File: config.mk
export PLATFORM = sky130hd
export DESIGN_NAME = memory_interface_unit
export DESIGN_NICKNAME = d
export VERILOG_FILES = /design/src/rtl/mem_if_pkg.sv /design/src/rtl/mem_timeout_counter.sv /design/src/rtl/memory_interface_unit.sv
export SDC_FILE = /design/constraint.sdc
export NUM_CORES = 1
export LEC_CHECK = 0
export CORE_MARGIN = 5
export CORE_UTILIZATION = 45
export CTS_CLUSTER_DIAMETER = 40
export CTS_CLUSTER_SIZE = 14
export DETAILED_ROUTE_END_ITERATION = 8
export PLACE_DENSITY = 0.87
export SLEW_MARGIN = 5
export SYNTH_ARGS = -nofsm -noshare
export SYNTH_HDL_FRONTEND = slang
export SYNTH_HIERARCHICAL = 1
export SYNTH_SLANG_ARGS = --single-unit
export TNS_END_PERCENT = 30
File: constraint.sdc
create_clock -name clock -period 4.05 [get_ports clock]
set_input_delay 0.81 -clock clock [delete_from_list [all_inputs] [get_ports clock]]
set_output_delay 0.81 -clock clock [all_outputs]
set_load 0.1 [all_outputs]
File: src/rtl/mem_if_pkg.sv
// ----------------------------------------------------------------------------
// mem_if_pkg
//   Definitions shared by the memory interface unit and the register bank:
//   - mem_op request encodings (one-hot {fetch, wr, rd})
//   - memory FSM state constants
//   - default bus C select bit positions for MAR/MDR/PC
// ----------------------------------------------------------------------------
package mem_if_pkg;

    // mem_op encodings; several bits may be set in one microinstruction
    localparam logic [2:0] MEM_NONE  = 3'b000;
    localparam logic [2:0] MEM_RD    = 3'b001;
    localparam logic [2:0] MEM_WR    = 3'b010;
    localparam logic [2:0] MEM_FETCH = 3'b100;

    // memory FSM states
    typedef logic [1:0] mem_state_t;
    localparam mem_state_t ST_IDLE  = 2'd0;
    localparam mem_state_t ST_DATA  = 2'd1;
    localparam mem_state_t ST_FETCH = 2'd2;

    // default bus C write-enable bit positions (register bank uses the same)
    localparam int SEL_MAR_DEF = 0;
    localparam int SEL_MDR_DEF = 1;
    localparam int SEL_PC_DEF  = 2;

endpackage : mem_if_pkg

File: src/rtl/mem_timeout_counter.sv
// ----------------------------------------------------------------------------
// mem_timeout_counter
//   Counts cycles while a memory request is outstanding and flags expiry when
//   the request has been held for TIMEOUT cycles without completion.
// Ports:
//   clock     in   system clock, rising edge
//   reset     in   asynchronous active-low reset
//   clear     in   restart the count (current cycle completed or aborted)
//   count_en  in   a request is outstanding this cycle
//   expired   out  this is the TIMEOUT-th cycle of the request (combinational)
// ----------------------------------------------------------------------------
module mem_timeout_counter #(
    parameter int TIMEOUT = 15
) (
    input  logic clock,
    input  logic reset,
    input  logic clear,
    input  logic count_en,
    output logic expired
);

    // Count starts at 0 on the first request cycle, so the last allowed
    // cycle is the one where the count equals TIMEOUT-1.
    localparam logic [3:0] LIMIT = 4'(TIMEOUT - 1);

    logic [3:0] count_reg;
    logic [3:0] count_next;

    always_comb begin
        count_next = count_reg;
        if (clear) begin
            count_next = 4'd0;
        end else if (count_en) begin
            count_next = count_reg + 4'd1;
        end
    end

    always_ff @(posedge clock or negedge reset) begin
        if (!reset) begin
            count_reg <= 4'd0;
        end else begin
            count_reg <= count_next;
        end
    end

    assign expired = count_en && (count_reg == LIMIT);

endmodule : mem_timeout_counter

File: src/rtl/memory_interface_unit.sv
// ----------------------------------------------------------------------------
// memory_interface_unit
//   Memory port of the datapath. Holds MAR, MDR, PC and MBR, loads them from
//   bus C, and runs read / write / opcode-fetch cycles against external memory
//   with a req/ack handshake. The control store is stalled while any cycle is
//   in flight.
// Ports:
//   clock, reset            clock (rising edge), async active-low reset
//   c_select, c_data        bus C write enables and value
//   mem_op                  {fetch,wr,rd} request for this microinstruction
//   mar, mdr, pc, mbr       architectural registers (B-bus sources)
//   stall                   hold control store while a cycle is in flight
//   mem_err                 sticky error: timeout or illegal rd+wr request
//   mem_req/we/byte         memory request, write strobe, byte-fetch flag
//   mem_addr, mem_wdata     byte address and write data
//   mem_ack, mem_rdata      one-cycle completion pulse and read data
// ----------------------------------------------------------------------------
module memory_interface_unit
    import mem_if_pkg::*;
#(
    parameter int DATA_W  = 32,
    parameter int SEL_W   = 9,
    parameter int SEL_MAR = SEL_MAR_DEF,
    parameter int SEL_MDR = SEL_MDR_DEF,
    parameter int SEL_PC  = SEL_PC_DEF,
    parameter int TIMEOUT = 15
) (
    input  logic              clock,
    input  logic              reset,
    input  logic [SEL_W-1:0]  c_select,
    input  logic [DATA_W-1:0] c_data,
    input  logic [2:0]        mem_op,
    output logic [DATA_W-1:0] mar,
    output logic [DATA_W-1:0] mdr,
    output logic [DATA_W-1:0] pc,
    output logic [7:0]        mbr,
    output logic              stall,
    output logic              mem_err,
    output logic              mem_req,
    output logic              mem_we,
    output logic              mem_byte,
    output logic [DATA_W-1:0] mem_addr,
    output logic [DATA_W-1:0] mem_wdata,
    input  logic              mem_ack,
    input  logic [DATA_W-1:0] mem_rdata
);

    mem_state_t        state_reg, state_next;
    logic              pend_rd_reg, pend_rd_next;
    logic              pend_wr_reg, pend_wr_next;
    logic              pend_fetch_reg, pend_fetch_next;
    logic              stall_reg;
    logic              err_reg;
    logic [DATA_W-1:0] mar_reg, mdr_reg, pc_reg;
    logic [7:0]        mbr_reg;

    logic rd_in, wr_in, fetch_in;
    logic issue, illegal_op;
    logic ack_valid, expired, done;

    // Bits of c_select beyond MAR/MDR/PC belong to the register bank.
    logic unused_sel_bits;
    assign unused_sel_bits = ^c_select;

    assign rd_in    = |(mem_op & MEM_RD);
    assign wr_in    = |(mem_op & MEM_WR);
    assign fetch_in = |(mem_op & MEM_FETCH);

    // Requests are only accepted while the control store is running.
    assign issue      = !stall_reg && (mem_op != MEM_NONE);
    assign illegal_op = issue && rd_in && wr_in;

    // A request is outstanding in every non-idle state; ack outside a
    // request is ignored.
    assign mem_req   = (state_reg != ST_IDLE);
    assign ack_valid = mem_req && mem_ack;
    assign done      = ack_valid || expired;

    mem_timeout_counter #(
        .TIMEOUT (TIMEOUT)
    ) u_timeout (
        .clock    (clock),
        .reset    (reset),
        .clear    (done),
        .count_en (mem_req),
        .expired  (expired)
    );

    // Next-state: issuing goes straight to the first memory state so that
    // mem_req is asserted the cycle after issue. Data cycle beats fetch.
    always_comb begin
        state_next      = state_reg;
        pend_rd_next    = pend_rd_reg;
        pend_wr_next    = pend_wr_reg;
        pend_fetch_next = pend_fetch_reg;
        case (state_reg)
            ST_IDLE: begin
                if (issue) begin
                    // rd together with wr degrades to a write
                    pend_rd_next    = rd_in && !wr_in;
                    pend_wr_next    = wr_in;
                    pend_fetch_next = fetch_in;
                    state_next      = (rd_in || wr_in) ? ST_DATA : ST_FETCH;
                end
            end
            ST_DATA: begin
                if (done) begin
                    pend_rd_next = 1'b0;
                    pend_wr_next = 1'b0;
                    state_next   = pend_fetch_reg ? ST_FETCH : ST_IDLE;
                end
            end
            ST_FETCH: begin
                if (done) begin
                    pend_fetch_next = 1'b0;
                    state_next      = ST_IDLE;
                end
            end
            default: begin
                pend_rd_next    = 1'b0;
                pend_wr_next    = 1'b0;
                pend_fetch_next = 1'b0;
                state_next      = ST_IDLE;
            end
        endcase
    end

    always_ff @(posedge clock or negedge reset) begin
        if (!reset) begin
            state_reg      <= ST_IDLE;
            pend_rd_reg    <= 1'b0;
            pend_wr_reg    <= 1'b0;
            pend_fetch_reg <= 1'b0;
            stall_reg      <= 1'b0;
            err_reg        <= 1'b0;
        end else begin
            state_reg      <= state_next;
            pend_rd_reg    <= pend_rd_next;
            pend_wr_reg    <= pend_wr_next;
            pend_fetch_reg <= pend_fetch_next;
            // Registered stall: rises after issue, falls after final ack.
            stall_reg      <= (state_next != ST_IDLE);
            if (illegal_op || expired) begin
                err_reg <= 1'b1;
            end
        end
    end

    // Bus C loads happen on the issue edge itself, so a cycle issued together
    // with a MAR/MDR/PC load naturally uses the freshly loaded value.
    always_ff @(posedge clock or negedge reset) begin
        if (!reset) begin
            mar_reg <= '0;
            mdr_reg <= '0;
            pc_reg  <= '0;
            mbr_reg <= 8'd0;
        end else begin
            if (!stall_reg) begin
                if (c_select[SEL_MAR]) mar_reg <= c_data;
                if (c_select[SEL_MDR]) mdr_reg <= c_data;
                if (c_select[SEL_PC])  pc_reg  <= c_data;
            end
            // Memory results only arrive while stalled, so they never
            // collide with a bus C load.
            if (state_reg == ST_DATA && pend_rd_reg && ack_valid) begin
                mdr_reg <= mem_rdata;
            end
            if (state_reg == ST_FETCH && ack_valid) begin
                mbr_reg <= mem_rdata[7:0];
            end
        end
    end

    assign mem_we    = (state_reg == ST_DATA) && pend_wr_reg;
    assign mem_byte  = (state_reg == ST_FETCH);
    // MAR holds a word address; PC is already a byte address.
    assign mem_addr  = (state_reg == ST_FETCH) ? pc_reg : {mar_reg[DATA_W-3:0], 2'b00};
    assign mem_wdata = mem_we ? mdr_reg : '0;

    assign mar     = mar_reg;
    assign mdr     = mdr_reg;
    assign pc      = pc_reg;
    assign mbr     = mbr_reg;
    assign stall   = stall_reg;
    assign mem_err = err_reg;

endmodule : memory_interface_unit

==> summary.md, run 1 <==
| Metric | Value |
|---|---|
| Area share of fa/ha/maj cells after synthesis | 0.459% |
| DRC marker count from the first detailed-route iteration | 201 |
| Fillers | 802 |
| Critical path data arrival time | 2.44 ns |
| Global-route total usage across every layer | 24.2% |
| Core Box Area | 12000 µm² |
| Post-synth top area share | 52.8% |
| Die X-Extent | 120 µm |
| Synthesized-area fraction occupied by and/or/nand/nor cells | 15.5% |
| Cell taking the most area after synthesis | dfrtp_1 |
| Critical path start-end classification | reg2out |
| Full die area | 14400 µm² |
| Vias per cell | 5.29 |
| RSZ-0062 raised after global routing | false |
| CP Launch Point | state_reg[0] |
| Register bit count reported by yosys | 115 |
| Cell area after placement | 8160 µm² |
| Maximum number of pins on one net before global-route repair | 67 |
| Setup Buffers After CTS | 0 |
| Initial Utilization | 45.6% |
| Accumulated negative setup slack | 0 ns |
| Share of cell area taken by muxes after synthesis | 21.4% |
| Launch point of the worst reg-to-reg path | state_reg[0] |
| Cell area after layout | 8710 µm² |
| Avg Cell Area, Syn | 11.1 µm² |
| Clock tree from TritonCTS | built |
| Max Slew Vio Count | 0 |
| Top cells by area in the synthesized netlist | dfrtp_1, mux2_2, nand2_1 |
| Iteration count of the initial detailed-routing pass | 4 |
| Site row count | 40 |
| Number of top-level design ports | 252 |
| Routed wire length | 17300 µm |
| Maxcap violations | 0 |
| Hold_buf cts | 0 |
| Part of the Yosys area used for sequential elements | 52.8% |
| Port buffer count | 245 |
| Maximum fanout count along the critical path | 11 |
| Top FF cell, synth | dfrtp_1 |
| Stage delay of the slowest cell on the critical path | 1.17 ns |
| Max frequency | 307 MHz |
| Synthesized area | 5450 µm² |
| Antenna diodes | 0 |
| Post-synthesis xor/xnor area fraction | 0.161% |
| Share of cells above drive strength 1 | 24.1% |
| Worst path cell trace | or2_2, clkdlybuf4s50_1 |
| Maximum clock skew at final layout | 0.0105 ns |
| CP max-delay cell | clkdlybuf4s50_1 |
| Remaining antenna violation count after routing | 0 |
| Kind of end point of the critical path | output port |
| Clock Latency Late Sink | 0.41 ns |
| Mapped Nets | 570 |
| Congestion Overflow GR | 0 |
| Total via count after detailed routing | 4687 |
| Count of mapped cells out of synthesis | 489 |
| Share of the clock period used by the worst path | 80.3% |
| Final Hold Fails | 0 |
| Multi-input combinational cell area | 2340 µm² |
| Master cell of the clock root buffer | clkbuf_16 |
| Final critical-path required period | 3.25 ns |
| Actual transition at the worst max-transition pin | 1.22 ns |
| Detailed-placement wirelength estimate | 12300 µm |
| Number of flops mapped to enable cells by yosys | 0 |
| Count of yosys warnings during synthesis | 6 |
| Number of DRC violations after detailed routing | 0 |
| Total of cells resized after clock tree synthesis | 0 |
| Clock transition at path regs | 0.05 ns |
| Category of cells accounting for the largest share of critical-path delay | buffers and inverters |
| Final setup violation count | 0 |
| Max-slew headroom | 18.5% |
| Result of the run | completed |
| Clock buffer count from CTS | 17 |
| H-tree level count | 4 |
| Complex-gate fraction of the synthesized area | 5.16% |
| Distinct cells, synth | 41 |
| Routed length per instance | 19.5 µm |
| Die Y-Extent | 120 µm |
| Worst Setup Start Kind | register |
| Weighted congestion at the end of routability-driven global placement | 0.822 |
| First-pass GRT wire length | 27000 µm |
| Proportion of synthesized flip-flops having asynchronous set or reset | 100% |
| Largest family of logic cells by synthesized area | multiplexers |
| Synthesis-to-layout area growth | 59.8% |
| Classification of the worst-slack hold path | in2async |
| Clock Sinks | 115 |
| Fin nets | 809 |
| Via count of the first global-routing pass | 4931 |
| Buffering stage count on the worst path with inverters included | 1 |
| FF+latch area | 2880 µm² |
| Maximum number of buffers from clock root to sink | 2 |
| Required time of the worst setup path | 3.24 ns |
| Number of antenna violations at the first check in global routing | 0 |
path summary, 6_finish.rpt:
| check | to | slack, ns | depth (start not counted) |
|---|---|---|---|
| min reg2reg | mem_err | 0.49 | 2 |
| min in group clock | mem_err | 0.49 | 2 |
| max reg2reg | mbr[3] | 1.87 | 4 |
| min | mdr[17] | 0.49 | 1 |
| max | mem_req | 0.80 | 2 |
| max in group asynchronous | mdr[14] | 2.73 | 2 |
logic make-up after synthesis:
kind of cell               Yosys count
and+or+nand+nor                    184
DFF                                115
muxes                              105
AOI/OAI and AO/OA                   49
buffers and inverters               33
adders and majority gates            2
xor gates and xnor gates             1
stage by stage:
| step | setup slack [ns] | hold slack, ns | utilization, % | cells |
|---|---|---|---|---|
| after floorplan | 1.16 | 0.486 | - | 489 |
| after global placement | 1.29 | 0.460 | 68.2 | 856 |
| after detailed placement | 1.26 | 0.476 | 68.2 | 856 |
| after CTS | 0.781 | 0.487 | 72.8 | 886 |
| after global routing | 0.657 | 0.522 | 72.8 | 886 |
| final | 0.797 | 0.487 | 72.8 | 886 |
worst reg2reg max path, delay by kind of cell, from the launching register on:
family,cells,cell delay [ns]
buf+inv,1,0.60
flops,1,0.51
mux,1,0.37
simple gates,2,0.59
metal layers:
layer	up-vias	GRT usage, %	share of wire, %
met1	2318	27.6	38
met5	-	0	0
met2	219	42.4	52
met3	20	8.48	8.4
met4	0	7.44	1.4
li1	2130	-	-
cell usage after synthesis (2+ instances only):
| cell type | instances |
|---|---|
| o21ai_0 | 3 |
| buf_6 | 7 |
| nor2_1 | 37 |
| mux2_4 | 7 |
| buf_12 | 3 |
| nand3b_1 | 2 |
| a21oi_1 | 36 |
| nand2_1 | 94 |
| buf_2 | 10 |
| ha_1 | 2 |
| and2_1 | 34 |
| clkbuf_1 | 7 |
| mux2i_1 | 32 |
| o31ai_1 | 2 |
| nand2b_1 | 6 |
| dfrtp_1 | 115 |
| mux2_1 | 4 |
| mux2_2 | 62 |
| a32o_1 | 2 |
| inv_1 | 2 |
| buf_4 | 2 |
cells in the final DEF (no fill, tap or decap), types with 2 or more instances in the layout:
| cell | synthesis | layout |
|---|---|---|
| clkdlybuf4s50_1 | 0 | 178 |
| nand3b_1 | 2 | 2 |
| clkbuf_1 | 7 | 3 |
| clkbuf_16 | 0 | 17 |
| clkbuf_8 | 0 | 5 |
| dfrtp_1 | 115 | 115 |
| nor2_1 | 37 | 37 |
| nand2b_2 | 0 | 3 |
| buf_4 | 2 | 38 |
| clkinv_2 | 0 | 4 |
| ha_1 | 2 | 2 |
| mux2_4 | 7 | 7 |
| a32o_1 | 2 | 2 |
| nand2b_1 | 6 | 3 |
| mux2_2 | 62 | 62 |
| o21ai_0 | 3 | 3 |
| buf_12 | 3 | 34 |
| inv_1 | 2 | 2 |
| a21oi_1 | 36 | 36 |
| mux2i_1 | 32 | 32 |
| nand2_1 | 94 | 94 |
| o31ai_1 | 2 | 2 |
| and2_1 | 34 | 34 |
| mux2_1 | 4 | 4 |
final cells by class:
cell class | count | area share [%]
inverter | 3 | 0.129
timing repair buffer | 250 | 31.5
sequential | 115 | 33.0
clock inverter | 5 | 0.574
clock buffer | 25 | 5.80
multi-input combinational | 341 | 26.8
tap | 147 | 2.11
Power of run 1 is not shown: default switching activity piles up to over one toggle a cycle in this logic, so the estimate is an artifact.
==> run 2: changes to the inputs <==
Settings changed: CORE_UTILIZATION 45 to 42, PLACE_DENSITY 0.87 to 0.82.
Clock period 4.05 ns to 3.4 ns, I/O delays scaled along.
==> summary.md, run 2 (same netlist as run 1, synthesis figures left out) <==
| Metric | Value |
|---|---|
| Critical path data arrival time | 2.25 ns (-0.19 ns) |
| Total via count after detailed routing | 4722 (+0.75%) |
| RSZ-0062 raised after global routing | false |
| Synthesis-to-layout area growth | 64.4% |
| Number of top-level design ports | 252 (unchanged) |
| Max Slew Vio Count | 0 (unchanged) |
| H-tree level count | 4 (unchanged) |
| Max-slew headroom | 31.7% (+13 points) |
| Required time of the worst setup path | 2.72 ns (-0.52 ns) |
| Remaining antenna violation count after routing | 0 (unchanged) |
| Hold_buf cts | 0 (unchanged) |
| Max frequency | 341 MHz |
| Site row count | 41 (+2.5%) |
| Setup slack of the worst register-to-register path | 1.25 ns (-0.62 ns) |
| Result of the run | completed |
| Final critical-path required period | 2.93 ns |
| Clock transition at path regs | 0.05 ns (about the same) |
| Fin nets | 810 (+0.12%) |
| Stage delay of the slowest cell on the critical path | 0.55 ns (-0.62 ns) |
| Full die area | 15400 µm² (+6.5%) |
| Maxcap violations | 0 (unchanged) |
| Die Y-Extent | 124 µm (+3.2%) |
| First-pass GRT wire length | 26600 µm (-1.3%) |
| Via count of the first global-routing pass | 5045 (+2.3%) |
| Clock Latency Late Sink | 0.40 ns (about the same) |
| Initial Utilization | 43.0% (-2.6 points) |
| Clock Sinks | 115 (unchanged) |
| Clock tree from TritonCTS | built |
| Final setup violation count | 0 (unchanged) |
| Congestion Overflow GR | 0 (unchanged) |
| Share of cells above drive strength 1 | 37.2% (+13 points) |
| Commonest cells after routing, fill and taps aside | dfrtp_1, buf_4, nand2_1 |
| Kind of end point of the critical path | output port |
| Launch point of the worst reg-to-reg path | state_reg[0] |
| Maximum number of pins on one net before global-route repair | 60 (-10%) |
| Antenna diodes | 0 (unchanged) |
| Critical path start-end classification | reg2out |
| Clock buffer count from CTS | 17 (unchanged) |
| Global-route total usage across every layer | 22.8% (-1.4 points) |
| Routed length per instance | 19.5 µm (about the same) |
| Routed wire length | 17800 µm (+3.0%) |
| DRC marker count from the first detailed-route iteration | 351 (+75%) |
| Most common cell after layout, fill and taps aside | dfrtp_1 |
| Worst reg-to-reg path cell count | 4 (unchanged) |
| Actual transition at the worst max-transition pin | 1.03 ns (-0.198 ns) |
| Share of the clock period used by the worst path | 86.2% |
| Maximum number of buffers from clock root to sink | 2 (unchanged) |
| Classification of the worst-slack hold path | in2async |
| Weighted congestion at the end of routability-driven global placement | 0.834 (+1.4%) |
| Setup Buffers After CTS | 0 (unchanged) |
| Master cell of the clock root buffer | clkbuf_16 |
| Port buffer count | 245 (unchanged) |
| Die X-Extent | 124 µm (+3.2%) |
| Detailed-placement wirelength estimate | 12700 µm (+3.4%) |
| Maximum fanout count along the critical path | 26 (+15) |
| Iteration count of the initial detailed-routing pass | 4 (unchanged) |
| CP max-delay cell | dfrtp_1 |
| Maximum clock skew at final layout | 0.00665 ns (-0.00381 ns) |
| Worst Setup Start Kind | register |
| Vias per cell | 5.17 (-2.2%) |
| Accumulated negative setup slack | 0 ns (unchanged) |
| Core Box Area | 12700 µm² (+5.9%) |
| Worst path cell trace | and3b_1, buf_4, and2_1, buf_12 |
| Endpoint of the most critical register-to-register path | mbr[6] |
| Number of DRC violations after detailed routing | 0 (unchanged) |
| Total of cells resized after clock tree synthesis | 0 (unchanged) |
| Final Hold Fails | 0 (unchanged) |
| Number of antenna violations at the first check in global routing | 0 (unchanged) |
run 2: cell types whose count changed in the layout (fill, tap and decap cells not counted), sizes merged:
cell	delta
buf	+97
bufinv	+2
clkinvlp	+4
clkinv	-2
clkbuf	-3
clkdlybuf4s50	-96
run 2: worst max-delay path by stage:
| stage | startpoint | endpoint | slack (ns) | cells past startpoint |
|---|---|---|---|---|
| finish | state_reg[0] | mem_wdata[18] | 0.47 | 4 |
| global route | state_reg[0] | mem_addr[8] | 0.37 | 5 |
| CTS | state_reg[0] | mem_wdata[18] | 0.46 | 4 |
| detailed placement | state_reg[0] | mem_wdata[18] | 0.90 | 4 |
| global placement | state_reg[0] | mem_wdata[22] | 0.97 | 4 |
| floorplan | state_reg[1] | mem_wdata[22] | 0.64 | 4 |
run 2: area by class of cell:
cell class	count	area [µm²]
Fill cell	906	3710
Timing Repair Buffer	251	2930
Sequential cell	115	2880
Multi-Input combinational cell	341	2340
Clock buffer	22	464
Tap cell	172	215
Clock inverter	9	130
Inverter	3	11.3
run 2: critical path, delay by kind of cell, from the launching register on:
family / cells / cell delay, ns
and+or+nand+nor: 2 / 0.69
buffers and inverters: 2 / 0.58
DFF: 1 / 0.55
run 2: through the flow:
step                worst slack (ns)  instance area, µm²  hold slack (ns)  utilization, %  std cells
CTS                            0.456                8960            0.366            70.7        913
floorplan                      0.642                5450            0.384               -        489
detailed placement             0.898                8370            0.471            66.0        882
finish                         0.471                8960            0.344            70.7        913
global route                   0.372                8960            0.405            70.7        913
global placement               0.970                8370            0.460            66.0        882
run 2: routing by layer:
layer | share of wire [%] | global-route usage, %
met1 | 37 | 25.9
met2 | 51 | 40.9
met3 | 9.1 | 6.40
met4 | 2.3 | 8.15
met5 | 0 | 0
Power of run 2 is left out for the same reason.
